<file path="config.mk">
export PLATFORM = sky130hd
export DESIGN_NAME = gpu_vga_timing_flat
export DESIGN_NICKNAME = d
export VERILOG_FILES = /design/src/rtl/gpu_vga_timing_if.sv /design/src/rtl/gpu_vga_timing.sv /design/src/flat_wrapper.sv
export SDC_FILE = /design/constraint.sdc
export NUM_CORES = 1
export LEC_CHECK = 0
export CAP_MARGIN = 15
export CELL_PAD_IN_SITES_DETAIL_PLACEMENT = 0
export CELL_PAD_IN_SITES_GLOBAL_PLACEMENT = 1
export CORE_MARGIN = 3
export CORE_UTILIZATION = 36
export CTS_CLUSTER_DIAMETER = 150
export DETAILED_ROUTE_END_ITERATION = 16
export HOLD_SLACK_MARGIN = 0.1
export PLACE_DENSITY_LB_ADDON = 0.25
export SETUP_SLACK_MARGIN = 0.05
export SYNTH_ARGS = -nofsm -noshare
export SYNTH_HDL_FRONTEND = slang
export SYNTH_SLANG_ARGS = --single-unit
</file>
<file path="constraint.sdc">
create_clock -name clk -period 2.1 [get_ports clk]
set_input_delay 0.42 -clock clk [delete_from_list [all_inputs] [get_ports clk]]
set_output_delay 0.42 -clock clk [all_outputs]
set_load 0.03 [all_outputs]
</file>
<file path="src/rtl/gpu_vga_timing_if.sv">
// gpu_vga_timing_if: bundle between the raster timing stage and its user
// (pixel renderer / board top).
//
// Signals:
//   pix_en      advance enable (user -> timing)
//   pix_rgb     renderer colour {R[1:0],G[1:0],B[1:0]} (user -> timing)
//   x, y        current beam coordinates (timing -> user)
//   active      beam inside the visible area
//   line_start  x == 0
//   frame_start x == 0 and y == 0
//   vblank      y is in the vertical blanking interval
//   vga_out     registered TinyVGA PMOD byte
//
// Enable semantics: there is no valid/ready pair on this bus. pix_en is a
// pure qualifier: on a clock edge with pix_en=1 every register in the timing
// stage advances by one step, and pix_rgb is consumed as the colour for the
// coordinates presented on the previous enabled cycle. On a clock edge with
// pix_en=0 nothing changes and pix_rgb is ignored.
interface gpu_vga_timing_if;
  logic       pix_en;
  logic [5:0] pix_rgb;
  logic [9:0] x;
  logic [9:0] y;
  logic       active;
  logic       line_start;
  logic       frame_start;
  logic       vblank;
  logic [7:0] vga_out;

  // Renderer / board side.
  modport master (
    output pix_en,
    output pix_rgb,
    input  x,
    input  y,
    input  active,
    input  line_start,
    input  frame_start,
    input  vblank,
    input  vga_out
  );

  // Timing stage side.
  modport slave (
    input  pix_en,
    input  pix_rgb,
    output x,
    output y,
    output active,
    output line_start,
    output frame_start,
    output vblank,
    output vga_out
  );
endinterface

</file>
<file path="src/rtl/gpu_vga_timing.sv">
// gpu_vga_timing: 640x480@60 raster timing stage for the GPU tile.
//
// Generates horizontal/vertical beam counters, exposes the current beam
// coordinates and their decodes to the renderer, and delays sync/blanking by
// two enabled cycles so they line up with the renderer's one-cycle colour
// latency. vga_out is the final registered byte in TinyVGA PMOD order:
//   {hsync, B[0], G[0], R[0], vsync, B[1], G[1], R[1]}
//
// Ports:
//   clk  pixel clock
//   rst  asynchronous active-high reset
//   bus  gpu_vga_timing_if.slave (pix_en, pix_rgb in; x, y, active,
//        line_start, frame_start, vblank, vga_out out)
//
// The block has no FSM; its only state is the two counters and the two
// pipeline stages.
module gpu_vga_timing #(
  parameter int unsigned H_ACTIVE    = 640,
  parameter int unsigned H_FP        = 16,
  parameter int unsigned H_SYNC      = 96,
  parameter int unsigned H_BP        = 48,
  parameter int unsigned V_ACTIVE    = 480,
  parameter int unsigned V_FP        = 10,
  parameter int unsigned V_SYNC      = 2,
  parameter int unsigned V_BP        = 33,
  parameter bit          SYNC_ACTIVE = 1'b0
) (
  input  logic               clk,
  input  logic               rst,
  gpu_vga_timing_if.slave    bus
);

  localparam int unsigned H_TOTAL = H_ACTIVE + H_FP + H_SYNC + H_BP;
  localparam int unsigned V_TOTAL = V_ACTIVE + V_FP + V_SYNC + V_BP;

  localparam logic [9:0] H_LAST   = 10'(H_TOTAL - 1);
  localparam logic [9:0] V_LAST   = 10'(V_TOTAL - 1);
  localparam logic [9:0] H_ACT    = 10'(H_ACTIVE);
  localparam logic [9:0] V_ACT    = 10'(V_ACTIVE);
  localparam logic [9:0] HS_START = 10'(H_ACTIVE + H_FP);
  localparam logic [9:0] HS_END   = 10'(H_ACTIVE + H_FP + H_SYNC);
  localparam logic [9:0] VS_START = 10'(V_ACTIVE + V_FP);
  localparam logic [9:0] VS_END   = 10'(V_ACTIVE + V_FP + V_SYNC);

  localparam logic SYNC_IDLE = ~SYNC_ACTIVE;

  logic [9:0] hc;
  logic [9:0] vc;

  // Stage 1: sync and visibility of the counters one enabled cycle ago.
  logic       s1_hs;
  logic       s1_vs;
  logic       s1_act;

  logic       hs_raw;
  logic       vs_raw;
  logic       act_raw;
  logic [5:0] rgb_masked;

  // ---------------------------------------------------------------------
  // Beam counters
  // ---------------------------------------------------------------------
  always_ff @(posedge clk or posedge rst) begin
    if (rst) begin
      hc <= '0;
      vc <= '0;
    end else if (bus.pix_en) begin
      if (hc == H_LAST) begin
        hc <= '0;
        if (vc == V_LAST) begin
          vc <= '0;
        end else begin
          vc <= vc + 10'd1;
        end
      end else begin
        hc <= hc + 10'd1;
      end
    end
  end

  // ---------------------------------------------------------------------
  // Combinational decodes of the live counters (no added delay)
  // ---------------------------------------------------------------------
  always_comb begin
    act_raw = (hc < H_ACT) && (vc < V_ACT);
    hs_raw  = ((hc >= HS_START) && (hc < HS_END)) ? SYNC_ACTIVE : SYNC_IDLE;
    vs_raw  = ((vc >= VS_START) && (vc < VS_END)) ? SYNC_ACTIVE : SYNC_IDLE;
  end

  assign bus.x           = hc;
  assign bus.y           = vc;
  assign bus.active      = act_raw;
  assign bus.line_start  = (hc == 10'd0);
  assign bus.frame_start = (hc == 10'd0) && (vc == 10'd0);
  assign bus.vblank      = (vc >= V_ACT);

  // ---------------------------------------------------------------------
  // Stage 1: register sync and visibility
  // ---------------------------------------------------------------------
  always_ff @(posedge clk or posedge rst) begin
    if (rst) begin
      s1_hs  <= SYNC_IDLE;
      s1_vs  <= SYNC_IDLE;
      s1_act <= 1'b0;
    end else if (bus.pix_en) begin
      s1_hs  <= hs_raw;
      s1_vs  <= vs_raw;
      s1_act <= act_raw;
    end
  end

  // The renderer's colour is meaningless outside the visible area and may
  // even be X; a ternary on a known select forces a clean zero there so
  // nothing undefined can reach the pins.
  assign rgb_masked = s1_act ? bus.pix_rgb : 6'd0;

  // ---------------------------------------------------------------------
  // Stage 2: output byte in TinyVGA PMOD order
  // pix_rgb = {R1,R0,G1,G0,B1,B0}
  // ---------------------------------------------------------------------
  always_ff @(posedge clk or posedge rst) begin
    if (rst) begin
      bus.vga_out <= {SYNC_IDLE, 3'b000, SYNC_IDLE, 3'b000};
    end else if (bus.pix_en) begin
      bus.vga_out <= {s1_hs, rgb_masked[0], rgb_masked[2], rgb_masked[4],
                      s1_vs, rgb_masked[1], rgb_masked[3], rgb_masked[5]};
    end
  end

endmodule

</file>
<file path="src/flat_wrapper.sv">
// flat-port wrapper written by rule: the top's interface ports become plain ports
module gpu_vga_timing_flat 
#(
  parameter int unsigned H_ACTIVE    = 640,
  parameter int unsigned H_FP        = 16,
  parameter int unsigned H_SYNC      = 96,
  parameter int unsigned H_BP        = 48,
  parameter int unsigned V_ACTIVE    = 480,
  parameter int unsigned V_FP        = 10,
  parameter int unsigned V_SYNC      = 2,
  parameter int unsigned V_BP        = 33,
  parameter bit          SYNC_ACTIVE = 1'b0
)
  (clk, rst, bus_pix_en, bus_pix_rgb, bus_x, bus_y, bus_active, bus_line_start, bus_frame_start, bus_vblank, bus_vga_out);
  gpu_vga_timing_if bus_i ();
  input  logic clk;
  input  logic rst;
  input wire logic [$bits(bus_i.pix_en)-1:0] bus_pix_en;
  input wire logic [$bits(bus_i.pix_rgb)-1:0] bus_pix_rgb;
  output wire logic [$bits(bus_i.x)-1:0] bus_x;
  output wire logic [$bits(bus_i.y)-1:0] bus_y;
  output wire logic [$bits(bus_i.active)-1:0] bus_active;
  output wire logic [$bits(bus_i.line_start)-1:0] bus_line_start;
  output wire logic [$bits(bus_i.frame_start)-1:0] bus_frame_start;
  output wire logic [$bits(bus_i.vblank)-1:0] bus_vblank;
  output wire logic [$bits(bus_i.vga_out)-1:0] bus_vga_out;
  assign bus_i.pix_en = bus_pix_en;
  assign bus_i.pix_rgb = bus_pix_rgb;
  assign bus_x = bus_i.x;
  assign bus_y = bus_i.y;
  assign bus_active = bus_i.active;
  assign bus_line_start = bus_i.line_start;
  assign bus_frame_start = bus_i.frame_start;
  assign bus_vblank = bus_i.vblank;
  assign bus_vga_out = bus_i.vga_out;
  gpu_vga_timing #(.H_ACTIVE(H_ACTIVE), .H_FP(H_FP), .H_SYNC(H_SYNC), .H_BP(H_BP), .V_ACTIVE(V_ACTIVE), .V_FP(V_FP), .V_SYNC(V_SYNC), .V_BP(V_BP), .SYNC_ACTIVE(SYNC_ACTIVE)) u_core (.clk(clk), .rst(rst), .bus(bus_i));
endmodule
</file>
# After elaboration in Yosys (flattened, before gate mapping)
# Index checks and enable logic that the tools add are counted.
# word_totals
register_bits	31
# classes
addsub	2
magnitude_cmp	7
n_eq_ne	2
n_mux	5
n_reduce_logical	7
# ops
operator	n
$add A10 B1 Y10 const B	2
$eq A10 B10 Y1 const B	2
$ge A10 B9 Y1 const B	2
$logic_not A10 Y1	2
$lt A10 B10 Y1 const B	2
$lt A10 B9 Y1 const B	2
$mux W10	2
$ge A10 B10 Y1 const B	1
$mux W6	1
$logic_and A1 B1 Y1	4
$mux W1	2
$reduce_and A2 Y1	1

# Longest topological paths before layout
# depth
word_depth	3
ltp_mapped	6
mapped_depth_nobuf	6

# Worst setup path before layout
# No wires, ideal clock.
# synth_timing
path_type	register to output
from	register u_core.hc[0] (netlist: u_core.bus.x[0])
to	output bus_frame_start
arrival_time_ns	2.198
t_required_ns	1.680
slack_ns	-0.518
stages_incl_launch_ff	7
path_buffers	0
cell_sequence	dfrtp_1 inv_1 ha_1 nor4b_1 nand2_1 nor3_1 and4_1
# synth_via
elab_chain_len	2
# synth_lines
item	line_no	source
start, declared	gpu_vga_timing.sv:47	logic [9:0] hc;
start signal, assigned	gpu_vga_timing.sv:76	hc <= hc + 10'd1;
$logic_not A10 Y1	-	
via bus_line_start	flat_wrapper.sv:23	output wire logic [$bits(bus_i.line_start)-1:0] bus_line_start;
$logic_and A1 B1 Y1	gpu_vga_timing.sv:94	assign bus.frame_start = (hc == 10'd0) && (vc == 10'd0);
end, declared	flat_wrapper.sv:24	output wire logic [$bits(bus_i.frame_start)-1:0] bus_frame_start;
# The timed path passes the listed nets, and every way through them passes these cells.

# Worst setup path in the final report
# layout_timing
from	register u_core.hc[1] (netlist: u_core.bus.x[1])
to	output bus_frame_start
# layout_via
elab_chain_len	2
# layout_lines
item	line_no
$logic_not A10 Y1	gpu_vga_timing.sv:94
$logic_and A1 B1 Y1	gpu_vga_timing.sv:94
# Every way passes these cells.

==> metrics.md <==
| Metric | Value |
|---|---|
| Status | complete, but fails checks |
| Failing checks | negative setup slack |
| Syn_nets | 170 |
| Leakage | 1.01 nW |
| Mapped cell area | 0.00156 mm2 |
| Commonest non-fill, non-tap cells in the layout | clkdlybuf4s50_1 (35), dfrtp_1 (24), o21ai_0 (17), buf_4 (17), nand2_1 (16) |
| Relative max-transition margin | between 70% and 80% |
| Cts bufs inserted | 5 |
| Worst Skew | 0.00536 ns |
| Antenna cells | 0 |
| Most common cell after layout, fill and taps aside | clkdlybuf4s50_1 |
| Die area | 0.00514 mm2 |
| Clock Tree Root | clkbuf_8 |
| GP Congestion | between 0.8 and 0.9 |
| Post-synthesis sequential area ratio | 50.2% |
| Area of the multi-input gates | 785 um2 |
| CP max stage delay | just over 0.4 ns |
| 1st-iter DRT viols | 57 |
| Max VDD drop | 0.000600 V |
| Hold Crit Depth | 2 |
| Crit path max-delay cell type | dfrtp_2 |
| Pins Over Slew Limit | 0 |
| Overall power | roughly 0.0020 W |
| Synth top area share | 43.4% |
| Cell count after synthesis | about 160 |
| Area contributors post-synth | dfrtp_1 (43%), dfstp_2 (6.8%), o21ai_0 (5.5%) |
| Total grt overflow | 0 |
| Vias in the first global route | 1335 |
| Drt total wl | roughly 3800 um |
| Die W | 71.7 um |
| Via density | 4.99 |
| Worst r2r path cells | 7 |
| Top Family by Delay on Critical Path | simple AND/OR/NAND/NOR gates |
| Maxcap violations | 0 |
| Final worst path period share | 101% |
| Fmax | 471 MHz |
| First-pass GRT wire length | 6620 um |
| Crit start category | flip-flop |
| Fin worst setup slack | -0.0222 ns |
| CP Cell Sequence | inv_2, ha_4, nor4b_4, nand2_2, nor3_4, and4_4, buf_6 |
| Die extent in y | 71.7 um |
| First-pass DRT Iterations | 5 |
| Initial antenna violation count | 0 |
| # nets final | 229 |
| Reg clk slew, reported paths | 0.06 ns |
| Sequential cell area | 785 um2 |
| GRT Util Overall | between 15 and 20% |
| Placeable Area | 0.00409 mm2 |
| CP Capture Type | output port |
| Initial Util | 38.1% |
| CTS tree | built |
| Yosys warns | 0 |
| Unrepaired setup endpoints after global routing | yes |
| Post-synth EDFFs | 0 |
| Slew @ Worst Pin | 0.397 ns |
| Mapped Avg Cell Area | 9.91 um2 |
| Async S/R FF share, synth | 100% |
| PortBufs | 40 |
| Final hold violations | 0 |
| Share of cells above drive strength 1 | roughly 24% |
| Wirelength per Cell | 14.2 um |
| PwrDens | 866 mW/mm2 |
| #FFs+latches synth | 31 |
| Final setup viols | 1 |
| Vias | 1333 |
| Minimum clock period | 2.12 ns |
| CP max FO | 2 |
| Later-pin clock latency in the skew report | 0.27 ns |
| Fillers | 365 |
| P&R area growth vs syn | 47.6% |
| CP Data Required Time | 1.68 ns |
| Final HPWL DP | about 2800 um |
| Final antenna-violating net count | 0 |
| Fin Setup TNS | -0.0222 ns |
| Crit path kind | flip-flop to output port |
| Data arrival, critical path | between 1.5 and 2 ns |
| IO Pins | 41 |
| Post-cts hold buffer count | 0 |
| Final core area utilization | 56.2% |
| CP bufs+invs | 2 |
| Remaining DRCs | 0 |
| CTS sink cnt | 31 |
| Yosys cell types | 35 |
| Main synth FF type | dfrtp_1 |
| CTS HTree Levels | 2 |
| Worst min-delay path class | flip-flop to flip-flop |
| Clk buf depth | 2 |
| Cell Rows | 23 |
| Cell accounting for the most synthesized area | dfrtp_1 |
| Worst hold margin | between 0.4 and 0.5 ns |
| CP Depth | 7 |
| Largest net degree at the start of global routing | 32 |
-- worst paths after layout --
path,start,endpoint,slack [ns]
worst min register to register,u_core.s1_hs,u_core.s1_hs,0.50
worst max-delay path,u_core.bus.x[1],bus_frame_start,-0.02
min in group asynchronous,rst,u_core.bus.y[0],0.53
worst min-delay path,u_core.s1_hs,u_core.s1_hs,0.50
max in group asynchronous,rst,u_core.bus.vga_out[3],1.24
worst max register to register,u_core.bus.x[0],u_core.bus.y[3],0.17
-- synthesized netlist by cell type (2+ instances only) --
cell type	instances
nor4_1	2
or3_1	3
nand2_1	17
o21ai_0	17
nor4b_1	2
nor2_1	10
dfstp_2	4
nand3_1	8
xor2_1	5
a31oi_1	3
and4_1	3
xnor2_1	5
dfrtp_1	27
and3_1	2
mux2_2	3
ha_1	4
o31ai_1	2
clkbuf_1	4
inv_1	12
nor3_1	6
a21oi_1	4
-- through the flow --
step | setup slack (ns) | area, um2 | std cells
2_1_floorplan | 0.0168 | 1590 | 157
3_3_place_gp | -0.0943 | 2130 | 256
3_5_place_dp | -0.156 | 2130 | 256
4_1_cts | -0.0406 | 2260 | 267
5_1_grt | -0.113 | 2300 | 267
6_report | -0.0222 | 2300 | 267
-- sequential cells by signal, summed over array words and instances, names as in the netlist --
| register | count |
|---|---|
| u_core.bus.x | 10 |
| u_core.bus.y | 10 |
| u_core.bus.vga_out | 8 |
| u_core.s1_act | 1 |
| u_core.s1_hs | 1 |
| u_core.s1_vs | 1 |
-- layer usage --
metal	wire, um	share of wire [%]	up-vias	track usage [%]
li1	-	-	659	-
met1	1880	50	628	23.4
met2	1650	44	42	23.3
met3	222	5.9	4	5.47
met4	38	1.0	0	5.64
met5	0	0	-	0
-- power by group --
group | total, W | internal [W] | leakage (nW) | switching, W
combinational | 0.000770 | 0.000353 | 0.592 | 0.000416
sequential | 0.000781 | 0.000679 | 0.378 | 0.000101
clock | 0.000439 | 0.000232 | 0.0422 | 0.000207
total | 0.00199 | 0.00126 | 1.01 | 0.000724
-- area by class of cell --
class | count | share of cell area, %
multi-input cells | 108 | 34.2
well taps | 50 | 2.72
flip-flops and latches | 31 | 34.2
clock inverters | 1 | 0.218
inverters | 12 | 1.96
repair buffers | 58 | 23.4
clock buffers | 7 | 3.32
-- what timing repair did --
action,4_1_cts,5_1_grt
setup buffers,3,0
pin swaps,3,0
resized for setup,9,11
endpoints found under the setup margin,4,8
-- worst register-to-register path, delay by kind of cell, from the launching register on --
kind	cells	cell delay, ns
AOI/OAI and AO/OA	1	0.08
adders and majority gates	1	0.16
buffers and inverters	2	0.31
DFF	1	0.37
and+or+nand+nor	3	0.93
-- cells by family (layout without fill, tap and decap cells) --
kind of cell,after synthesis,after routing,synth area share (%)
compound gates,28,28,9.90
simple gates,62,62,23.3
mux,4,4,2.82
xor+xnor,10,10,5.63
flops,31,31,50.2
fa+ha+maj,4,4,3.22
buf+inv,18,78,4.91
(Power assumes the default switching activity.)
